**src/rtl/fifo_param.sv**
```systemverilog
// Synchronous FIFO with arbitrary depth, sticky overflow/underflow flags,
// synchronous flush and either registered or first-word-fall-through read data.
module fifo_param #(
    parameter int WIDTH    = 8,
    parameter int DEPTH    = 10,
    parameter int AF_LEVEL = DEPTH - 2,
    parameter int AE_LEVEL = 2,
    parameter bit FWFT     = 1'b0,
    localparam int PW      = $clog2(DEPTH),
    localparam int CW      = $clog2(DEPTH + 1)
) (
    input  logic             clk,
    input  logic             reset,
    input  logic             flush,
    input  logic             wr_en,
    input  logic             rd_en,
    input  logic [WIDTH-1:0] data_in,
    input  logic             err_clr,
    output logic [WIDTH-1:0] data_out,
    output logic             full,
    output logic             empty,
    output logic             almost_full,
    output logic             almost_empty,
    output logic [CW-1:0]    count,
    output logic [PW-1:0]    write_ptr,
    output logic [PW-1:0]    read_ptr,
    output logic             overflow,
    output logic             underflow
);

    logic [WIDTH-1:0] mem_q [DEPTH];

    logic [PW-1:0] write_ptr_q, write_ptr_d;
    logic [PW-1:0] read_ptr_q,  read_ptr_d;
    logic [CW-1:0] count_q,     count_d;
    logic          overflow_q,  overflow_d;
    logic          underflow_q, underflow_d;
    logic          wr_ok, rd_ok;

    // Pointers wrap explicitly because DEPTH need not be a power of two.
    function automatic logic [PW-1:0] ptr_inc(input logic [PW-1:0] p);
        return (p == PW'(DEPTH - 1)) ? '0 : p + PW'(1);
    endfunction

    assign full         = (count_q == CW'(DEPTH));
    assign empty        = (count_q == '0);
    assign almost_full  = (count_q >= CW'(AF_LEVEL));
    assign almost_empty = (count_q <= CW'(AE_LEVEL));

    // NOTE: every signal gets a default at the top of always_comb so no path leaves it unassigned (no latch).
    always_comb begin
        rd_ok       = rd_en && !empty && !flush;
        wr_ok       = wr_en && (!full || rd_ok) && !flush;
        write_ptr_d = write_ptr_q;
        read_ptr_d  = read_ptr_q;
        count_d     = count_q;
        overflow_d  = overflow_q;
        underflow_d = underflow_q;

        if (flush) begin
            write_ptr_d = '0;
            read_ptr_d  = '0;
            count_d     = '0;
        end else begin
            if (wr_ok) write_ptr_d = ptr_inc(write_ptr_q);
            if (rd_ok) read_ptr_d  = ptr_inc(read_ptr_q);
            unique case ({wr_ok, rd_ok})
                2'b10:   count_d = count_q + CW'(1);
                2'b01:   count_d = count_q - CW'(1);
                default: count_d = count_q;
            endcase
        end

        // A set condition in the same cycle takes precedence over the clear.
        if (err_clr) begin
            overflow_d  = 1'b0;
            underflow_d = 1'b0;
        end
        if (!flush && wr_en && !wr_ok) overflow_d  = 1'b1;
        if (!flush && rd_en && empty)  underflow_d = 1'b1;
    end

    // NOTE: sequential state uses non-blocking assignments so all flops update together at the edge.
    always_ff @(posedge clk or posedge reset) begin
        if (reset) begin
            write_ptr_q <= '0;
            read_ptr_q  <= '0;
            count_q     <= '0;
            overflow_q  <= 1'b0;
            underflow_q <= 1'b0;
        end else begin
            write_ptr_q <= write_ptr_d;
            read_ptr_q  <= read_ptr_d;
            count_q     <= count_d;
            overflow_q  <= overflow_d;
            underflow_q <= underflow_d;
        end
    end

    // NOTE: storage is deliberately not reset; occupancy tracking guarantees stale words are never presented.
    always_ff @(posedge clk) begin
        if (wr_ok) mem_q[write_ptr_q] <= data_in;
    end

    if (FWFT) begin : g_fwft
        assign data_out = mem_q[read_ptr_q];
    end else begin : g_reg_out
        logic [WIDTH-1:0] data_out_q, data_out_d;

        always_comb begin
            data_out_d = data_out_q;
            if (flush)      data_out_d = '0;
            else if (rd_ok) data_out_d = mem_q[read_ptr_q];
        end

        always_ff @(posedge clk or posedge reset) begin
            if (reset) data_out_q <= '0;
            else       data_out_q <= data_out_d;
        end

        assign data_out = data_out_q;
    end

    assign count     = count_q;
    assign write_ptr = write_ptr_q;
    assign read_ptr  = read_ptr_q;
    assign overflow  = overflow_q;
    assign underflow = underflow_q;

endmodule

```
**config.mk**
```make
export PLATFORM = sky130hd
export DESIGN_NAME = fifo_param
export DESIGN_NICKNAME = d
export VERILOG_FILES = /design/src/rtl/fifo_param.sv
export SDC_FILE = /design/constraint.sdc
export NUM_CORES = 1
export LEC_CHECK = 0
export BUFFER_PORTS_ARGS = -buffer_cell sky130_fd_sc_hd__buf_4
export CELL_PAD_IN_SITES_DETAIL_PLACEMENT = 1
export CELL_PAD_IN_SITES_GLOBAL_PLACEMENT = 2
export CORE_UTILIZATION = 39
export DETAILED_ROUTE_END_ITERATION = 7
export PLACE_DENSITY = 0.7
export SLEW_MARGIN = 0
export SYNTH_ARGS = -nofsm -noshare
export SYNTH_HDL_FRONTEND = slang
export SYNTH_SLANG_ARGS = --single-unit
```
**constraint.sdc**
```tcl
create_clock -name clk -period 2.5 [get_ports clk]
set_input_delay 0.5 -clock clk [delete_from_list [all_inputs] [get_ports clk]]
set_output_delay 0.5 -clock clk [all_outputs]
set_load 0.1 [all_outputs]
```
Word level (Yosys, flattened, before mapping)
Memory sizes are Yosys's and may differ from the RTL's.
Cells that the tools add are included.

operators by class
  add/subtract/negate cells = 4
  order comparisons = 2
  equality and inequality tests = 5
  multiplexer cells = 15
  reduce and logical (&&, ||, !) cells = 19

operator list
  kind                   number
  $mux W4                7
  $mux W8                2
  $add A4 B1 Y4 const B  3
  $eq A4 B4 Y1 const B   3
  $logic_and A1 B1 Y1    8
  $pmux W4 S2            1
  $reduce_bool A2 Y1     4
  $mux W1                5
  $ge A4 B4 Y1 const B   1
  $le A4 B2 Y1 const B   1
  $logic_not A1 Y1       4
  $logic_not A4 Y1       1
  $sub A4 B1 Y4 const B  1
  $reduce_bool A3 Y1     1
  $eq A2 B1 Y1 const B   1
  $eq A2 B2 Y1 const B   1
  $logic_or A1 B1 Y1     1

storage, ports and cells
  flip-flop bits (word level) = 22
  memory bits (writable) = 80
  logic and storage cells = 52
  memories = 1

memories
  memory  depth  width  rd ports  clocked after memory_dff  write ports  RTL line  source
  mem_q   10     8      1         0                         1            31        logic [WIDTH-1:0] mem_q [DEPTH];

Logic depth before layout (Yosys ltp)
Gate-level depths: netlist of run 1.

  depth after elaboration = 10
  depth in mapped cells = 8
  depth with buffers taken out = 7

Worst setup path before layout of run 1
No wires, ideal clock.

  path kind = register to output
  from = reg count_q[1], in the netlist count[1]
  to = out almost_empty
  arrival time = 3296 ps
  data required time = 2000 ps
  slack = -1296 ps
  stages on the path, launching flop included = 3
  buffers on the path = 1
  cells stage by stage = dfrtp_1 buf_6 a211oi_1

on the way
  word-level cells in the longest chain between the ends = 1

ends and longest elaborated chain
  item                    RTL line  source
  from (decl)             35        logic [CW-1:0] count_q, count_d;
  from (signal assigned)  94        count_q <= count_d;
  $le A4 B2 Y1            48        assign almost_empty = (count_q <= CW'(AE_LEVEL));
  to (decl)               23        output logic almost_empty,

Every way passes these cells.

Worst setup path after layout of run 1
  from = reg count_q[0], in the netlist count[0]
  to = out full

on the way
  word-level cells in the longest chain between the ends = 1

ends and longest elaborated chain
  item          RTL line  source
  $eq A4 B4 Y1  45        assign full = (count_q == CW'(DEPTH));
  to (decl)     20        output logic full,

Every way passes these cells.

==> results of run 1 <==
==> worst min path at each step <==
stage | slack (ns) | to | start
floorplan | 0.49 | count[0] | reset
global placement | 0.47 | data_out[0] | data_out[0]
detailed placement | 0.48 | data_out[0] | data_out[0]
CTS | 0.29 | data_out[2] | reset
global route | 0.30 | data_out[0] | reset
finish | 0.25 | data_out[2] | reset
==> placed cells by master (no fill, tap or decap), types with 5 or more instances in the layout <==
cell,count
a22o_1,8
buf_4,51
dfrtp_1,16
mux4_2,22
a21oi_1,7
edfxtp_1,80
nand2_1,6
nor2_1,5
clkbuf_8,9
inv_1,10
nand3_1,5
==> layer usage <==
layer | global-route usage | share of wire | vias up
li1 | - | - | 1072
met5 | 0 | 0 | -
met4 | 0.0625 | 0.015 | 0
met2 | 0.287 | 0.49 | 44
met3 | 0.0349 | 0.030 | 9
met1 | 0.245 | 0.47 | 1216
==> flip-flops by register name, indices dropped and copies added, names as in the netlist <==
register	count
overflow	1
mem_q	80
read_ptr	4
underflow	1
write_ptr	4
count	4
data_out	8
==> timing repair <==
action	4_1_cts	5_1_grt
setup endpoints to repair	1	1
resized for setup	3	0
pin swaps	0	1
endpoints found under the hold margin	0	0
hold buffers	0	0
==> layout make-up <==
type	instances	area (sq um)
inverter	12	50.0
multi-input combinational	118	1300
tap	136	170
timing repair buffer	53	423
clock buffer	9	124
sequential	102	2970
clock inverter	7	66.3
fill	1011	5320
==> cells in the mapped netlist (2+ instances only) <==
cell type	instances
nor3_1	5
mux4_2	22
a211oi_1	2
nand3_1	6
ha_1	4
a22o_1	8
nand3b_1	3
nand2b_1	4
nor2_1	10
or3b_2	2
xnor2_1	3
a21oi_1	8
clkbuf_1	5
inv_1	11
nor2b_1	3
a31oi_1	3
buf_2	6
mux2i_1	4
nand2_1	7
o22ai_1	2
o21ai_0	3
edfxtp_1	80
a21o_1	2
dfrtp_1	22
==> critical path, cell delays in order (launching register included) <==
cell and delay, ns:
dfrtp_4 0.48, buf_4 0.17, or4bb_4 0.58, clkinvlp_4 0.16
buf_12 0.18
==> power groups by stage <==
stage / clock (mW) / combinational (mW) / sequential [mW]
after global routing: 1.06 / 0.667 / 1.93
after floorplan: 0 / 0.287 / 2.14
after detailed placement: 0 / 0.638 / 1.96
after CTS: 1.02 / 0.640 / 1.92
after global placement: 0 / 0.634 / 1.96
final: 0.994 / 0.633 / 1.92
==> logic make-up after synthesis <==
family | Yosys count
buffers and inverters | 26
DFF | 102
adders and majority gates | 4
and+or+nand+nor | 45
xor gates and xnor gates | 4
muxes | 28
AOI/OAI and AO/OA | 37
==> impl_metrics.ini, run 1 <==
[synthesis]
synth_compound_area_frac = 0.0652
synth_adder_area_share = 0.0118
dominantRegCellSynth = edfxtp_1
synth-seq-cells = 102
netlist_area_sq_mm = 0.00424
syn_area_per_cell_sq_um = 17.2
synth_top_area_frac = 0.566
yosys-top-cells-area = edfxtp_1, dfrtp_1, mux4_2, a22o_1, ha_1
yosysTopAreaCell = edfxtp_1
yosysWarnings = 0
synthMuxAreaShare = 0.132
synth-edff-count = 80
synth_top_family_by_area = multiplexers
yosys.area_share.simple = 0.0584
ys_seq_area_frac = 0.696
syn_nets = 264
synthDistinctLibCells = 45
async_flop_share = 0.216
synth_xor_area_frac = 0.00826
netlist_instances = 246

[sta]
tightest_slew_ns = 0.752
holdWs_ns = 0.246
fmax_ghz = 0.408
setup_viol = 0
drv_slew = 0
grt_setup_unrepaired = no
final.period_utilization = 0.982
layout_setup_ws_ns = 0.0462
finalCriticalPeriod_ns = 2.45
setup-tns-final_ns = 0
finClkSkew_ns = 0.0152
final_hold_viol_count = 0
relSlewSlack = 0.498

[route]
first_iter_violations = 63
drt_pre_antenna_iters = 4
routed_via_density = 5.36
vias = 2341
drt-wirelength-per-cell_um = 21.0
postRouteAntennaNets = 0
routed_wirelength_um = 9190
drc = 0

[setup_path]
path_max_fanout = 8
path_class = flop to output port
r2r_slack_ns = 0.12
crit_end = full
rr_startpoint = count[1]
cp-startpoint = count[0]
worstPathArrival_ns = 1.95
cp-end-kind = output port
worst_r2r_endpoint = count[3]
critPathLaunchType = flop
crit_required_ns = 2.00
rr_worst_depth = 7

[die]
initial_core_util = 0.407
die_area_sq_mm = 0.0113
rows = 37
die_x_um = 106
ios = 40
core_sq_mm = 0.0104
fp.dieH_um = 106

[place]
place_inst = 421
io_buffer_count = 39
hpwl_um = 6170
globalplace.congestion = 0.702
post-place-ws_ns = 0.126
dpl_cell_area_sq_mm = 0.00490

[pwr]
finalPower_mw = 3.54
leakagePower_nw = 1.76
ir_worst_vdd_mv = 0.351
pwr_density_cell_mw_per_mm2 = 695
p_seq_frac = 0.541
power_switching_mw = 1.09
clkPwrFrac = 0.280
p_int_mw = 2.45
swShare = 0.309
combPwrFrac = 0.178

[clock_network]
cts.path.max_buffers = 2
clk_latency_ns = 0.38
post-cts-setup-buffer-count = 0
cts_max_level = 3
cts_buffers = 9
cts.clk_slew.worst_paths_ns = 0.10
cts_tree = built
cts_sinks = 102
root_buffer = clkbuf_8

[global_route]
grt_pass1_vias = 2468
antenna_found_initial = 0
grt_pass1_wl_um = 14500
grt_remaining_overflow = 0
grt_max_degree = 20
grt_util_all_layers = 0.179

[run]
drv_cap = 0

[hold_path]
hold_path_class = input port to async pin

[cells_and_area]
fin_util = 0.489
final_layout_size_suffix_gt1_frac = 0.402
final_nets = 314
syn_to_final_growth_pct = 20.2
final_cells = 437
design_area_sq_mm = 0.00510
antennaDiodeCount = 0

[run_status]
status = finished, final reports clean
Power figures use the tool's default switching activity.
==> run 2: changes to the inputs <==
SETUP_SLACK_MARGIN = 0.4   (was default)
==> run 2 against run 1 <==
Against the previous run: fmax rose by 6.3%; die area is the same; clock skew down 0.0039 ns.
==> impl_metrics.ini, run 2 (synthesis results as in run 1) <==
[setup_path]
r2r_slack_ns = 0.25
worst_r2r_endpoint = count[3]
rr_startpoint = count[1]
worstPathArrival_ns = 1.81
crit_required_ns = 2.00
rr_worst_depth = 7
critPathLaunchType = flop
path_class = flop to output port
path_max_fanout = 4
cp-end-kind = output port

[cells_and_area]
final_nets = 348
largest-register = mem_q
design_area_sq_mm = 0.00555
largest_reg_flops = 80
antennaDiodeCount = 0
syn_to_final_growth_pct = 30.9
final_layout_size_suffix_gt1_frac = 0.499
final_cell_mix = edfxtp_1, buf_4, mux4_2, dfrtp_1, buf_6
mostFrequentLayoutCell = edfxtp_1
fin_util = 0.533

[sta]
tightest_slew_ns = 0.409
finClkSkew_ns = 0.0113
finalCriticalPeriod_ns = 2.31
final_hold_viol_count = 0
setup_viol = 0
layout_setup_ws_ns = 0.192
grt_setup_unrepaired = yes
final.period_utilization = 0.923
setup-tns-final_ns = 0
drv_slew = 0
relSlewSlack = 0.727
fmax_ghz = 0.433

[place]
io_buffer_count = 39
hpwl_um = 6390
post-place-ws_ns = 0.151
dpl_cell_area_sq_mm = 0.00490
globalplace.congestion = 0.752

[die]
die_area_sq_mm = 0.0113
ios = 40
rows = 37
core_sq_mm = 0.0104
die_x_um = 106
fp.dieH_um = 106
initial_core_util = 0.407

[route]
first_iter_violations = 129
drt_pre_antenna_iters = 4
vias = 2512
drc = 0
drt-wirelength-per-cell_um = 21.8
postRouteAntennaNets = 0
routed_wirelength_um = 10300
routed_via_density = 5.33

[pwr]
swShare = 0.317
combPwrFrac = 0.206
clkPwrFrac = 0.284
leakagePower_nw = 1.97
ir_worst_vdd_mv = 0.356
p_seq_frac = 0.510
pwr_density_cell_mw_per_mm2 = 675
p_int_mw = 2.56
power_switching_mw = 1.19

[hold_path]
hold_path_class = input port to async pin

[clock_network]
cts.path.max_buffers = 2
cts.clk_slew.worst_paths_ns = 0.11
cts_buffers = 9
cts_sinks = 102
cts_max_level = 3
clk_latency_ns = 0.37
cts_tree = built
root_buffer = clkbuf_8

[global_route]
grt_pass1_vias = 2604
grt_pass1_wl_um = 15600
antenna_found_initial = 0
grt_util_all_layers = 0.191
grt_remaining_overflow = 0
grt_max_degree = 23

[run_status]
status = finished, final reports clean

[run]
drv_cap = 0
==> run 2: cell types whose count changed in the layout (fill, tap and decap cells not counted), sizes merged <==
cell	before	now
buf	53	86
clkdlybuf4s15	0	1
clkinvlp	2	1
inv	13	14
==> run 2: worst max-delay path by stage <==
| stage | start | to | slack [ns] | cells past startpoint |
|---|---|---|---|---|
| 3_3_place_gp | count[1] | count[3] | 0.19 | 7 |
| 3_5_place_dp | count[1] | count[3] | 0.15 | 7 |
| 6_report | count[1] | empty | 0.19 | 4 |
| 4_1_cts | count[0] | empty | 0.19 | 4 |
| 2_1_floorplan | count[1] | mem_q[0][0] | -0.39 | 6 |
| 5_1_grt | count[1] | empty | 0.15 | 4 |
==> run 2: power by group through the flow <==
| stage | Clock (mW) | Sequential, mW | Combinational (mW) |
|---|---|---|---|
| final | 1.06 | 1.91 | 0.771 |
| after global routing | 1.16 | 1.92 | 0.809 |
| after CTS | 1.09 | 1.92 | 0.712 |
| after detailed placement | 0 | 1.98 | 0.636 |
| after global placement | 0 | 1.97 | 0.630 |
| after floorplan | 0 | 2.14 | 0.299 |
==> run 2: area by class of cell <==
cell class	count	area, sq um
multi-input combinational	118	1340
clock buffer	9	124
fill	965	4870
sequential	102	2980
timing repair buffer	87	790
clock inverter	7	83.8
tap	136	170
inverter	12	61.3
==> run 2: metrics by stage <==
| stage | cells | hold slack, ns | total power, mW |
|---|---|---|---|
| after floorplan | 246 | 0.489 | 2.44 |
| after global placement | 420 | 0.483 | 2.60 |
| after detailed placement | 420 | 0.492 | 2.61 |
| after CTS | 458 | 0.156 | 3.73 |
| after global routing | 471 | 0.166 | 3.88 |
| final | 471 | 0.155 | 3.75 |
==> run 2: critical path: stages (launching register included) <==
cell	delay [ns]
dfrtp_4	0.51
or4_4	0.57
buf_6	0.16
clkinv_8	0.04
buf_12	0.15
==> run 2: per-layer routing <==
layer / global-route usage / vias up / share of wire
li1: - / 1138 / -
met1: 0.266 / 1313 / 0.45
met2: 0.311 / 51 / 0.51
met3: 0.0343 / 10 / 0.028
met4: 0.0476 / 0 / 0.011
met5: 0 / - / 0
==> run 2: what timing repair did <==
action                                  in CTS  in global routing
endpoints found under the setup margin      76                 64
pin swaps                                   12                 10
resized for setup                           13                 12
hold buffers                                 0                  0
setup buffers                               22                 12
gates cloned                                 0                  1
==> run 3: changes to the inputs <==
REMOVE_ABC_BUFFERS = 1   (was default)
==> run 3 against run 2 <==
Against the previous run: sequential share of layout area up 2.0 points; global-route usage down 0.50 points; cell count down 2.3%; worst hold slack better by 0.040 ns; die area unchanged; clock-buffer cell count unchanged; combinational power down 5.2%; critical endpoint unchanged.
==> impl_metrics.ini, run 3 (synthesis results as in run 1) <==
[sta]
finClkSkew_ns = 0.0133
tightest_slew_ns = 0.639
final.period_utilization = 0.913
fmax_ghz = 0.438
relSlewSlack = 0.574
setup-tns-final_ns = 0
grt_setup_unrepaired = yes
setup_viol = 0
finalCriticalPeriod_ns = 2.28
final_hold_viol_count = 0
drv_slew = 0

[clock_network]
cts.path.max_buffers = 2
cts_max_level = 3
cts.clk_slew.worst_paths_ns = 0.10
clk_latency_ns = 0.36
hold_buffers = 0
cts_sinks = 102
root_buffer = clkbuf_8
cts_tree = built
cts_buffers = 9

[place]
hpwl_um = 6380
io_buffer_count = 39
globalplace.congestion = 0.716
dpl_cell_area_sq_mm = 0.00486

[setup_path]
path_max_fanout = 4
cp-end-kind = output port
path_class = flop to output port
crit_required_ns = 2.00
rr_worst_depth = 8
r2r_slack_ns = 0.22
worstPathArrival_ns = 1.78
rr_startpoint = count[3]
critPathLaunchType = flop
worst_r2r_endpoint = count[3]

[global_route]
grt_util_all_layers = 0.186
grt_max_degree = 23
grt_pass1_vias = 2533
antenna_found_initial = 0
grt_pass1_wl_um = 15000
grt_remaining_overflow = 0

[pwr]
p_int_mw = 2.59
clkPwrFrac = 0.282
leakagePower_nw = 1.93
pwr_density_cell_mw_per_mm2 = 691
swShare = 0.294
power_switching_mw = 1.08
p_seq_frac = 0.518
combPwrFrac = 0.199
ir_worst_vdd_mv = 0.409

[cells_and_area]
design_area_sq_mm = 0.00531
fill_cells = 993
mostFrequentLayoutCell = edfxtp_1
final_nets = 337
final_layout_size_suffix_gt1_frac = 0.444
largest-register = mem_q
antennaDiodeCount = 0
syn_to_final_growth_pct = 25.3
multi_input_area_sq_mm = 0.00130
largest_reg_flops = 80
seq_area_sq_mm = 0.00295
fin_util = 0.510
final_cell_mix = edfxtp_1, buf_4, mux4_2, dfrtp_1, clkbuf_8

[route]
postRouteAntennaNets = 0
first_iter_violations = 100
drt_pre_antenna_iters = 4
drc = 0
routed_via_density = 5.37
drt-wirelength-per-cell_um = 21.7
vias = 2471
routed_wirelength_um = 9980

[die]
core_sq_mm = 0.0104
die_x_um = 106
fp.dieH_um = 106
die_area_sq_mm = 0.0113
ios = 40
initial_core_util = 0.407
rows = 37

[run_status]
status = finished, final reports clean

[hold_path]
hold_path_class = input port to async pin

[run]
drv_cap = 0
[run 3: cell types whose count changed in the layout (fill, tap and decap cells not counted), sizes merged]
cell           before  now
bufinv              0    1
clkdlybuf4s15       1    0
inv                14   13
buf                86   75
clkbuf              9   10
[run 3: per-stage QoR]
| stage | setup WS (ns) | total power, mW | cells | hold slack (ns) |
|---|---|---|---|---|
| after floorplan | -1.64 | 2.39 | 232 | 0.489 |
| after global placement | 0.0195 | 2.60 | 435 | 0.476 |
| after detailed placement | 0.0212 | 2.60 | 435 | 0.492 |
| after CTS | 0.227 | 3.66 | 456 | 0.208 |
| after global routing | 0.144 | 3.79 | 460 | 0.226 |
| final | 0.217 | 3.67 | 460 | 0.195 |
[run 3: area by class of cell]
class / instances / share of cell area
tap: 136 / 0.0320
sequential: 102 / 0.556
clock inverter: 7 / 0.0137
multi-input combinational: 118 / 0.245
clock buffer: 9 / 0.0233
timing repair buffer: 76 / 0.121
inverter: 12 / 0.00919
[run 3: what timing repair did]
item / 4_1_cts / 5_1_grt
pin swaps: 7 / 4
resized for setup: 27 / 15
buffers inserted: 5 / 4
endpoints found under the setup margin: 70 / 18
[run 3: worst max path at each step]
stage | slack [ns] | cells after the start | start | to
2_1_floorplan | -1.64 | 1 | count[3] | almost_empty
3_3_place_gp | 0.02 | 7 | flush | mem_q[8][7]
3_5_place_dp | 0.02 | 7 | flush | mem_q[8][1]
4_1_cts | 0.23 | 8 | count[3] | count[3]
5_1_grt | 0.14 | 10 | count[3] | count[2]
6_report | 0.22 | 4 | count[3] | empty
[run 3: power by group through the flow]
stage          combinational [mW]  sequential [mW]  clock (mW)
4_1_cts                     0.705             1.90        1.05
3_3_place_gp                0.658             1.94           0
2_1_floorplan               0.226             2.17           0
5_1_grt                     0.771             1.91        1.11
6_report                    0.731             1.90        1.04
3_5_place_dp                0.664             1.94           0
[run 3: critical path: stages (launching register included)]
cell	delay, ns
dfrtp_1	0.41
buf_6	0.12
or4_4	0.55
clkinv_2	0.14
buf_12	0.18
[run 3: metal layers]
| layer | up-vias | track usage | share of wire |
|---|---|---|---|
| li1 | 1111 | - | - |
| met1 | 1301 | 0.255 | 0.44 |
| met2 | 51 | 0.304 | 0.51 |
| met3 | 8 | 0.0307 | 0.035 |
| met4 | 0 | 0.0556 | 0.012 |
| met5 | - | 0 | 0 |
